--- config.mk ---
export PLATFORM = sky130hd
export DESIGN_NAME = fp_mul_pipe
export DESIGN_NICKNAME = d
export VERILOG_FILES = /design/src/rtl/fp_mul_pkg.sv /design/src/rtl/fp_mul_norm_round.sv /design/src/rtl/fp_mul_pipe.sv
export SDC_FILE = /design/constraint.sdc
export NUM_CORES = 1
export LEC_CHECK = 0
export BUFFER_PORTS_ARGS = -buffer_cell sky130_fd_sc_hd__buf_4
export CAP_MARGIN = 20
export CORE_UTILIZATION = 50
export CTS_CLUSTER_SIZE = 16
export DETAILED_ROUTE_END_ITERATION = 7
export GPL_ROUTABILITY_DRIVEN = 0
export PLACE_DENSITY = 0.71
export RECOVER_POWER = 25
export SLEW_MARGIN = 10
export SYNTH_ARGS = -nofsm -noshare
export SYNTH_HDL_FRONTEND = slang
export SYNTH_SLANG_ARGS = --single-unit
--- constraint.sdc ---
create_clock -name clk -period 4.71 [get_ports clk]
set_clock_uncertainty 0.2 [all_clocks]
set_input_delay 0.471 -clock clk [delete_from_list [all_inputs] [get_ports clk]]
set_output_delay 0.471 -clock clk [all_outputs]
set_load 0.005 [all_outputs]
--- src/rtl/fp_mul_pkg.sv ---
`default_nettype none
// ============================================================================
//  Module   : fp_mul_pkg
//  Purpose  : Shared definitions for the pipelined floating-point multiplier.
//             Flag bit positions inside the {nv,of,uf,nx} flag vector, the
//             operand class enum and a canonical quiet-NaN builder.
//  Revision : 1.0  initial release
// ============================================================================
package fp_mul_pkg;

  // Bit positions inside the 4-bit flag vector {nv,of,uf,nx}
  localparam int C_FLAG_NV = 3;
  localparam int C_FLAG_OF = 2;
  localparam int C_FLAG_UF = 1;
  localparam int C_FLAG_NX = 0;

  // Operand classification; subnormals are folded into CLS_ZERO
  typedef enum logic [1:0] {
    CLS_ZERO = 2'd0,
    CLS_NORM = 2'd1,
    CLS_INF  = 2'd2,
    CLS_NAN  = 2'd3
  } fp_class_e;

  // Canonical qNaN {0, all-ones exponent, 100..0 mantissa}, right-aligned
  // in a 64-bit word; callers truncate to their own format width.
  function automatic logic [63:0] canon_nan(input int exp_w, input int man_w);
    logic [63:0] v;
    v = ((64'd1 << exp_w) - 64'd1) << man_w;
    v = v | (64'd1 << (man_w - 1));
    return v;
  endfunction

endpackage : fp_mul_pkg
`default_nettype wire

--- src/rtl/fp_mul_norm_round.sv ---
`default_nettype none
// ============================================================================
//  Module   : fp_mul_norm_round
//  Purpose  : Final-stage combinational normalise, round and pack for the
//             pipelined multiplier. Selects the precomputed special result
//             when the operands were special, otherwise normalises the raw
//             significand product, rounds, and applies overflow/underflow.
//  Config   : FP_MUL_ROUND_RNE_EN defined -> round-to-nearest-even,
//             otherwise truncation (round toward zero).
//  Ports    : i_sign       result sign
//             i_exp        biased exponent sum, two's complement, EXP_W+2 bits
//             i_prod       (MAN_W+1)x(MAN_W+1) significand product
//             i_special    operands were special; use i_spec_res/i_spec_flags
//             i_spec_res   precomputed special result
//             i_spec_flags precomputed special flags
//             o_result     packed product
//             o_flags      {nv,of,uf,nx}
//  Revision : 1.0  initial release
// ============================================================================
module fp_mul_norm_round #(
  parameter int EXP_W = 5,
  parameter int MAN_W = 10
) (
  input  logic                   i_sign,
  input  logic [EXP_W+1:0]       i_exp,
  input  logic [2*MAN_W+1:0]     i_prod,
  input  logic                   i_special,
  input  logic [EXP_W+MAN_W:0]   i_spec_res,
  input  logic [3:0]             i_spec_flags,
  output logic [EXP_W+MAN_W:0]   o_result,
  output logic [3:0]             o_flags
);
  import fp_mul_pkg::*;

  localparam int W  = 1 + EXP_W + MAN_W;
  localparam int EW = EXP_W + 2;
  localparam logic [EW-1:0] C_EXP_INF = EW'((2**EXP_W) - 1);

  logic             w_hi;
  logic [MAN_W-1:0] w_man_pre;
  logic [MAN_W:0]   w_disc;
  logic             w_rnd_up;
  logic [MAN_W:0]   w_man_sum;
  logic             w_carry;
  logic [MAN_W-1:0] w_man;
  logic [EW-1:0]    w_exp_n;
  logic             w_inexact;
  logic             w_ovf;
  logic             w_unf;

  // Product lies in [1,4): the top bit says whether it needs a 1-bit shift.
  assign w_hi      = i_prod[2*MAN_W+1];
  assign w_man_pre = w_hi ? i_prod[2*MAN_W:MAN_W+1] : i_prod[2*MAN_W-1:MAN_W];
  // Discarded bits, left-aligned so bit MAN_W is always the guard bit
  assign w_disc    = w_hi ? i_prod[MAN_W:0] : {i_prod[MAN_W-1:0], 1'b0};
  assign w_inexact = |w_disc;

`ifdef FP_MUL_ROUND_RNE_EN
  logic w_guard;
  logic w_sticky;
  assign w_guard  = w_disc[MAN_W];
  assign w_sticky = |w_disc[MAN_W-1:0];
  // Ties go to the even mantissa
  assign w_rnd_up = w_guard & (w_sticky | w_man_pre[0]);
`else
  assign w_rnd_up = 1'b0;
`endif

  // A carry out of the mantissa (1.11..1 -> 10.0) leaves the field at zero
  // and bumps the exponent.
  assign w_man_sum = {1'b0, w_man_pre} + (MAN_W+1)'(w_rnd_up);
  assign w_carry   = w_man_sum[MAN_W];
  assign w_man     = w_man_sum[MAN_W-1:0];
  assign w_exp_n   = i_exp + EW'(w_hi) + EW'(w_carry);

  // Exponent is two's complement: negative or zero means underflow.
  assign w_unf = w_exp_n[EW-1] | (w_exp_n == '0);
  assign w_ovf = !w_exp_n[EW-1] && (w_exp_n >= C_EXP_INF);

  always_comb begin
    o_result = '0;
    o_flags  = '0;
    if (i_special) begin
      o_result = i_spec_res;
      o_flags  = i_spec_flags;
    end else if (w_ovf) begin
      o_result           = {i_sign, {EXP_W{1'b1}}, {MAN_W{1'b0}}};
      o_flags[C_FLAG_OF] = 1'b1;
      o_flags[C_FLAG_NX] = 1'b1;
    end else if (w_unf) begin
      o_result           = {i_sign, {(W-1){1'b0}}};
      o_flags[C_FLAG_UF] = 1'b1;
      o_flags[C_FLAG_NX] = 1'b1;
    end else begin
      o_result           = {i_sign, w_exp_n[EXP_W-1:0], w_man};
      o_flags[C_FLAG_NX] = w_inexact;
    end
  end

endmodule : fp_mul_norm_round
`default_nettype wire

--- src/rtl/fp_mul_pipe.sv ---
`default_nettype none
// ============================================================================
//  Module   : fp_mul_pipe
//  Purpose  : Three-stage pipelined floating-point multiplier with
//             valid/ready streaming and {nv,of,uf,nx} exception flags.
//             S1 unpack/classify/sign/exponent, S2 significand multiply,
//             S3 normalise/round/pack (fp_mul_norm_round) into the output
//             register. All stages advance together on a global enable.
//  Config   : FP_MUL_ROUND_RNE_EN selects round-to-nearest-even (default
//             build truncates).
//  Ports    : clk, rst_n (async active-low)
//             in_valid/in_ready, a, b     operand stream
//             out_valid/out_ready, result, flags  result stream
//  Revision : 1.0  initial release
// ============================================================================
module fp_mul_pipe #(
  parameter int EXP_W = 5,
  parameter int MAN_W = 10
) (
  input  logic                 clk,
  input  logic                 rst_n,
  input  logic                 in_valid,
  output logic                 in_ready,
  input  logic [EXP_W+MAN_W:0] a,
  input  logic [EXP_W+MAN_W:0] b,
  output logic                 out_valid,
  input  logic                 out_ready,
  output logic [EXP_W+MAN_W:0] result,
  output logic [3:0]           flags
);
  import fp_mul_pkg::*;

  localparam int W  = 1 + EXP_W + MAN_W;
  localparam int EW = EXP_W + 2;
  localparam int PW = 2 * MAN_W + 2;
  localparam logic [EW-1:0] C_BIAS = EW'((2**(EXP_W-1)) - 1);
  localparam logic [W-1:0]  C_QNAN = W'(canon_nan(EXP_W, MAN_W));

  function automatic fp_class_e classify(input logic [EXP_W-1:0] e,
                                         input logic [MAN_W-1:0] m);
    if (e == '0)   return CLS_ZERO;
    else if (&e)   return (m == '0) ? CLS_INF : CLS_NAN;
    else           return CLS_NORM;
  endfunction

  // ---------------------------------------------------------------- handshake
  logic w_adv;
  assign w_adv    = !out_valid || out_ready;
  assign in_ready = w_adv;

  // ---------------------------------------------------------------- S1 comb
  fp_class_e      w_cls_a;
  fp_class_e      w_cls_b;
  logic           w_sign;
  logic [EW-1:0]  w_exp_sum;
  logic           w_special;
  logic [W-1:0]   w_spec_res;
  logic [3:0]     w_spec_flags;

  assign w_cls_a   = classify(a[W-2:MAN_W], a[MAN_W-1:0]);
  assign w_cls_b   = classify(b[W-2:MAN_W], b[MAN_W-1:0]);
  assign w_sign    = a[W-1] ^ b[W-1];
  assign w_exp_sum = EW'(a[W-2:MAN_W]) + EW'(b[W-2:MAN_W]) - C_BIAS;

  // Special cases in priority order: NaN / inf*0, then inf, then zero.
  always_comb begin
    w_special    = 1'b1;
    w_spec_res   = '0;
    w_spec_flags = '0;
    if (w_cls_a == CLS_NAN || w_cls_b == CLS_NAN ||
        (w_cls_a == CLS_INF  && w_cls_b == CLS_ZERO) ||
        (w_cls_a == CLS_ZERO && w_cls_b == CLS_INF)) begin
      w_spec_res              = C_QNAN;
      w_spec_flags[C_FLAG_NV] = 1'b1;
    end else if (w_cls_a == CLS_INF || w_cls_b == CLS_INF) begin
      w_spec_res = {w_sign, {EXP_W{1'b1}}, {MAN_W{1'b0}}};
    end else if (w_cls_a == CLS_ZERO || w_cls_b == CLS_ZERO) begin
      w_spec_res = {w_sign, {(W-1){1'b0}}};
    end else begin
      w_special = 1'b0;
    end
  end

  // ---------------------------------------------------------------- registers
  logic           r_s1_v;
  logic           r_s1_sign;
  logic [EW-1:0]  r_s1_exp;
  logic [MAN_W:0] r_s1_ma;
  logic [MAN_W:0] r_s1_mb;
  logic           r_s1_special;
  logic [W-1:0]   r_s1_spec_res;
  logic [3:0]     r_s1_spec_flags;

  logic           r_s2_v;
  logic           r_s2_sign;
  logic [EW-1:0]  r_s2_exp;
  logic [PW-1:0]  r_s2_prod;
  logic           r_s2_special;
  logic [W-1:0]   r_s2_spec_res;
  logic [3:0]     r_s2_spec_flags;

  logic           r_out_v;
  logic [W-1:0]   r_result;
  logic [3:0]     r_flags;

  logic [PW-1:0]  w_prod;
  logic [W-1:0]   w_nr_result;
  logic [3:0]     w_nr_flags;

  assign w_prod = PW'(r_s1_ma) * PW'(r_s1_mb);

  fp_mul_norm_round #(
    .EXP_W (EXP_W),
    .MAN_W (MAN_W)
  ) u_norm_round (
    .i_sign       (r_s2_sign),
    .i_exp        (r_s2_exp),
    .i_prod       (r_s2_prod),
    .i_special    (r_s2_special),
    .i_spec_res   (r_s2_spec_res),
    .i_spec_flags (r_s2_spec_flags),
    .o_result     (w_nr_result),
    .o_flags      (w_nr_flags)
  );

  always_ff @(posedge clk or negedge rst_n) begin
    if (!rst_n) begin
      r_s1_v          <= 1'b0;
      r_s1_sign       <= 1'b0;
      r_s1_exp        <= '0;
      r_s1_ma         <= '0;
      r_s1_mb         <= '0;
      r_s1_special    <= 1'b0;
      r_s1_spec_res   <= '0;
      r_s1_spec_flags <= '0;
      r_s2_v          <= 1'b0;
      r_s2_sign       <= 1'b0;
      r_s2_exp        <= '0;
      r_s2_prod       <= '0;
      r_s2_special    <= 1'b0;
      r_s2_spec_res   <= '0;
      r_s2_spec_flags <= '0;
      r_out_v         <= 1'b0;
      r_result        <= '0;
      r_flags         <= '0;
    end else if (w_adv) begin
      // S1: hidden bit is always 1 here; zero/subnormal operands take the
      // special path so their significand never reaches the output.
      r_s1_v          <= in_valid;
      r_s1_sign       <= w_sign;
      r_s1_exp        <= w_exp_sum;
      r_s1_ma         <= {1'b1, a[MAN_W-1:0]};
      r_s1_mb         <= {1'b1, b[MAN_W-1:0]};
      r_s1_special    <= w_special;
      r_s1_spec_res   <= w_spec_res;
      r_s1_spec_flags <= w_spec_flags;
      // S2
      r_s2_v          <= r_s1_v;
      r_s2_sign       <= r_s1_sign;
      r_s2_exp        <= r_s1_exp;
      r_s2_prod       <= w_prod;
      r_s2_special    <= r_s1_special;
      r_s2_spec_res   <= r_s1_spec_res;
      r_s2_spec_flags <= r_s1_spec_flags;
      // S3 into the output register; bubbles leave the last result in place
      r_out_v         <= r_s2_v;
      if (r_s2_v) begin
        r_result <= w_nr_result;
        r_flags  <= w_nr_flags;
      end
    end
  end

  assign out_valid = r_out_v;
  assign result    = r_result;
  assign flags     = r_flags;

endmodule : fp_mul_pipe
`default_nettype wire
# Yosys cells after proc, flatten, opt, wreduce, memory -nomap -nowiden
# Cells that the tools add are included.
# classes
reduce_logical,22
muxes,25
n_addsub,3
bitwise_logic,2
n_mul,1
n_lt_le_gt_ge,1
n_eq_ne,4
# ops
op,n
$mux 16,4
$mux 15,2
$mul 11x11->22,1
$logic_not 10->1,2
$mux 1,12
$mux 11,1
$reduce_or 11->1,1
$logic_not 5->1,2
$mux 10,1
$reduce_and 5->1,2
$eq 2x2->1 const B,4
$mux 2,4
$add 7x1->7,1
$ge 7x5->1 const B,1
$logic_not 7->1,1
$sub 6x4->7 const B,1
$add 5x5->6,1
$logic_or 1x1->1,6
$logic_not 2->1,2
$logic_and 1x1->1,3
$mux 3,1
$logic_not 1->1,2
$reduce_and 2->1,1
$or 1x1->1,1
$xor 1x1->1,1
# word_totals
elab_cells,76
reg_bits,119
output_inout_bits,22

# Depth between registers and ports, before layout
# logic_depth
ltp_word,9
mapped_depth,19
depth_no_buf,18

# Modules after synthesis
# Synthesis repeated with hierarchy kept, for this count alone.
# hier_totals
cells_unflattened,967
area_unflattened_um2,8754.6
# modules_own_cells
module,cells_each,n_inst,seq_area_each_um2,area_each_um2
fp_mul_pipe,856,1,2252.2,7868.8
fp_mul_norm_round,111,1,0.0,885.8

# Least setup slack after synthesis
# OpenSTA, ideal clock, no wires.
# synth_timing
path_type,register -> register
startpoint,register r_s1_ma[10]
endpoint,register r_s2_prod[20]
t_arrival_ns,4.757
n_path_buf,1
required_ns,4.415
path_slack_ns,-0.343
setup_ns,0.095
path_stages_with_launch,18
path_cell_list,dfrtp_1 clkbuf_1 nand2_1 fa_1 inv_1 fa_1 fa_1 fa_1 inv_1 fa_1 inv_1 ha_1 and3_1 nand4_1 a21oi_1 o2111ai_1 and3_1 o31ai_1
# synth_via
elab_chain_cells,1
# synth_rtl
element,line_no,rtl
from (decl),fp_mul_pipe.sv:88,logic [MAN_W:0] r_s1_ma;
from (signal assigned),fp_mul_pipe.sv:152,"r_s1_ma <= {1'b1, a[MAN_W-1:0]};"
$mul 11x11->22,fp_mul_pipe.sv:110,assign w_prod = PW'(r_s1_ma) * PW'(r_s1_mb);
to (signal assigned),fp_mul_pipe.sv:161,r_s2_prod <= w_prod;
to (decl),fp_mul_pipe.sv:97,logic [PW-1:0] r_s2_prod;
# No other way between the ends.
# A chain may end at the register's enable or synchronous reset.

# Final worst setup path
# layout_timing
startpoint,register r_s1_mb[3]
endpoint,register r_s2_prod[17]
# layout_via
elab_chain_cells,1
# layout_rtl
element,line_no,rtl
from (decl),fp_mul_pipe.sv:89,logic [MAN_W:0] r_s1_mb;
from (signal assigned),fp_mul_pipe.sv:153,"r_s1_mb <= {1'b1, b[MAN_W-1:0]};"
$mul 11x11->22,fp_mul_pipe.sv:110,
# No other way between the ends.

==> impl_metrics.env <==
export IMPL_status="complete, but fails checks"
export IMPL_violations="capacitance limit, slew limit, setup timing"
export IMPL_first_pass_iters=6
export IMPL_multi_input_area_um2=5590
export IMPL_max_slew_margin=-0.902
export IMPL_die_w_um=129
export IMPL_ys_seq_area_frac=0.278
export IMPL_start_util=0.511
export IMPL_area_growth_syn_to_layout_pct=23.0
export IMPL_critical_path_class="reg2reg"
export IMPL_vias=6556
export IMPL_cts_made_buffers=9
export IMPL_synth_top_area_cell="dfrtp_1"
export IMPL_fillCellCount=1366
export IMPL_syn_area_um2=8110
export IMPL_post_route_period_util=1.02
export IMPL_die_h_um=129
export IMPL_die_area_um2=16700
export IMPL_critPathLaunchType="flip-flop"
export IMPL_layout_drive_gt1_share=0.227
export IMPL_drt_total_wl_mm=19.3
export IMPL_clk_latency_ns=0.35
export IMPL_nNetsFinal=1214
export IMPL_hold_viol_final=0
export IMPL_antenna_found_initial=0
export IMPL_async_flop_share=1.00
export IMPL_synth_top_area_share=0.278
export IMPL_cts_root_buf="clkbuf_16"
export IMPL_pin_count=58
export IMPL_route_detailed_drc=0
export IMPL_hp_class="in2reg"
export IMPL_track_usage=0.246
export IMPL_overflow=0
export IMPL_synth_warning_count=0
export IMPL_syn_num_nets=1108
export IMPL_core_area_um2=15900
export IMPL_drtIter0Drc=347
export IMPL_synth_seq_cells=90
export IMPL_fin_cells=1246
export IMPL_grt_pass1_wl_mm=31.8
export IMPL_synth_common_cells="210 x nand2_1, 115 x inv_1, 90 x dfrtp_1"
export IMPL_drt_wirelength_per_cell_um=15.5
export IMPL_via_per_inst=5.26
export IMPL_drv_cap=1
export IMPL_cts_tree="yes"
export IMPL_fmax_ghz=0.209
export IMPL_dp_cells=1211
export IMPL_htree_levels=3
export IMPL_min_period_ns=4.79
export IMPL_avgSynthCellArea_um2=8.82
export IMPL_postRouteAntennaNets=0
export IMPL_tightest_slew_ns=2.85
export IMPL_synth_most_common_cell="nand2_1"
export IMPL_grt_max_degree=79
export IMPL_crit_required_ns=4.73
export IMPL_max_clock_path_buffers=2
export IMPL_clk_pin_slew_ns=0.07
export IMPL_layout_setup_ws_ns=-0.0789
export IMPL_antenna_cells=0
export IMPL_ff_latch_area_um2=2270
export IMPL_synth_edf_count=0
export IMPL_first_global_vias=6595
export IMPL_worst_setup_path_end_kind="flip-flop"
export IMPL_syn_instance_count=920
export IMPL_rsz0062_at_grt="yes"
export IMPL_critPathArrivalTime_ns=4.80
export IMPL_drv_slew=51
export IMPL_netlist_top_cells_area="dfrtp_1 28%, fa_1 20%, ha_1 11%"
export IMPL_setup_violations=9
export IMPL_synth_cell_types=52
export IMPL_worstPathMaxFanout=5
export IMPL_portBuffers=57
export IMPL_dp_hpwl_mm=14.1
export IMPL_yosys_most_used_dff="dfrtp_1"
export IMPL_rows=46
export IMPL_cts_sinks=90
## what timing repair did
action,in CTS,in global routing
hold buffers,1,0
endpoints found under the hold margin,46,0
pin swaps,42,23
setup buffers,12,7
gates resized for setup,64,26
setup endpoints to repair,12,12
## routing by layer
metal,vias up,global-route usage,share of wire
met2,110,0.434,0.52
met1,3278,0.318,0.44
met5,-,0,0
met4,0,0.0692,0.013
li1,3148,-,-
met3,20,0.0322,0.027
## placed cells by master (no fill, tap or decap), types with 11 or more instances in the layout
cell type,count
ha_1,60
nand2_1,203
mux2i_1,13
inv_1,105
fa_1,77
o21ai_1,19
dfrtp_2,15
and2_1,67
dfrtp_1,75
nor2_1,29
o21ai_0,12
buf_4,125
inv_2,11
a21oi_1,27
## cell type report
type / instances / area share
clock inverter: 5 / 0.00865
multi-input combinational: 671 / 0.560
timing repair buffer: 138 / 0.109
clock buffer: 10 / 0.0240
tap: 216 / 0.0271
sequential: 90 / 0.228
inverter: 116 / 0.0436
## metrics by stage
step                TNS, ns  area, um^2   util  setup WS, ns  hold slack [ns]
finish               -0.412        9980  0.628       -0.0789            0.109
global route          -2.07        9980  0.628        -0.239            0.111
CTS                  -0.324        9840  0.620       -0.0740            0.104
detailed placement    -1.96        9190  0.579        -0.235            0.256
global placement      -1.23        9190  0.579        -0.194            0.251
floorplan           -0.0231        8240      -       -0.0231          -0.0246
## final timing paths
path	start	endpoint	slack, ns	cells after the start
worst max-delay path	r_s1_mb[3]	r_s2_prod[17]	-0.08	18
worst min-delay path	in_valid	r_s1_v	0.11	3
worst max register to register	r_s1_mb[3]	r_s2_prod[17]	-0.08	18
worst min register to register	r_s2_sign	r_s2_sign	0.26	2
max in group asynchronous	rst_n	r_s1_mb[3]	1.09	2
min in group asynchronous	rst_n	r_s2_exp[6]	1.38	2
## cell families (layout without fill, tap and decap cells)
family | Yosys count | in the layout | synth area share
xor gates and xnor gates | 21 | 21 | 0.0236
buffers and inverters | 159 | 269 | 0.0737
DFF | 90 | 90 | 0.278
muxes | 13 | 13 | 0.0160
AOI/OAI and AO/OA | 114 | 114 | 0.0882
and+or+nand+nor | 371 | 371 | 0.211
adders and majority gates | 152 | 152 | 0.309
## worst max-delay path: stages, from the launching register on
cell and delay [ns]:
dfrtp_2 0.38, buf_6 0.13, buf_6 0.10, nand2_2 0.04, fa_1 0.52, inv_2 0.04, fa_1 0.48, fa_1 0.51
fa_1 0.50, inv_2 0.04, fa_1 0.49, inv_2 0.05, ha_4 0.22, a21oi_2 0.16, o21ai_2 0.11, nor3_2 0.28
o2bb2ai_4 0.16, xor2_1 0.17, o21ai_1 0.07
## state kept, by name, summed over array words and instances (netlist names)
| signal | cells |
|---|---|
| r_s2_special | 1 |
| r_s1_mb | 10 |
| r_s2_prod | 22 |
| r_s2_v | 1 |
| flags | 4 |
| r_s1_exp | 7 |
| r_s1_special | 1 |
| r_s2_sign | 1 |
| r_s2_spec_res | 3 |
| r_s1_ma | 11 |
| r_s1_spec_res | 3 |
| r_s1_v | 1 |
| r_s2_exp | 7 |
| out_valid | 1 |
| r_s1_sign | 1 |
| result | 16 |
Power is left out: the tool's default activity adds up to more than one toggle a clock period on the data nets, which glitch-free logic cannot reach.
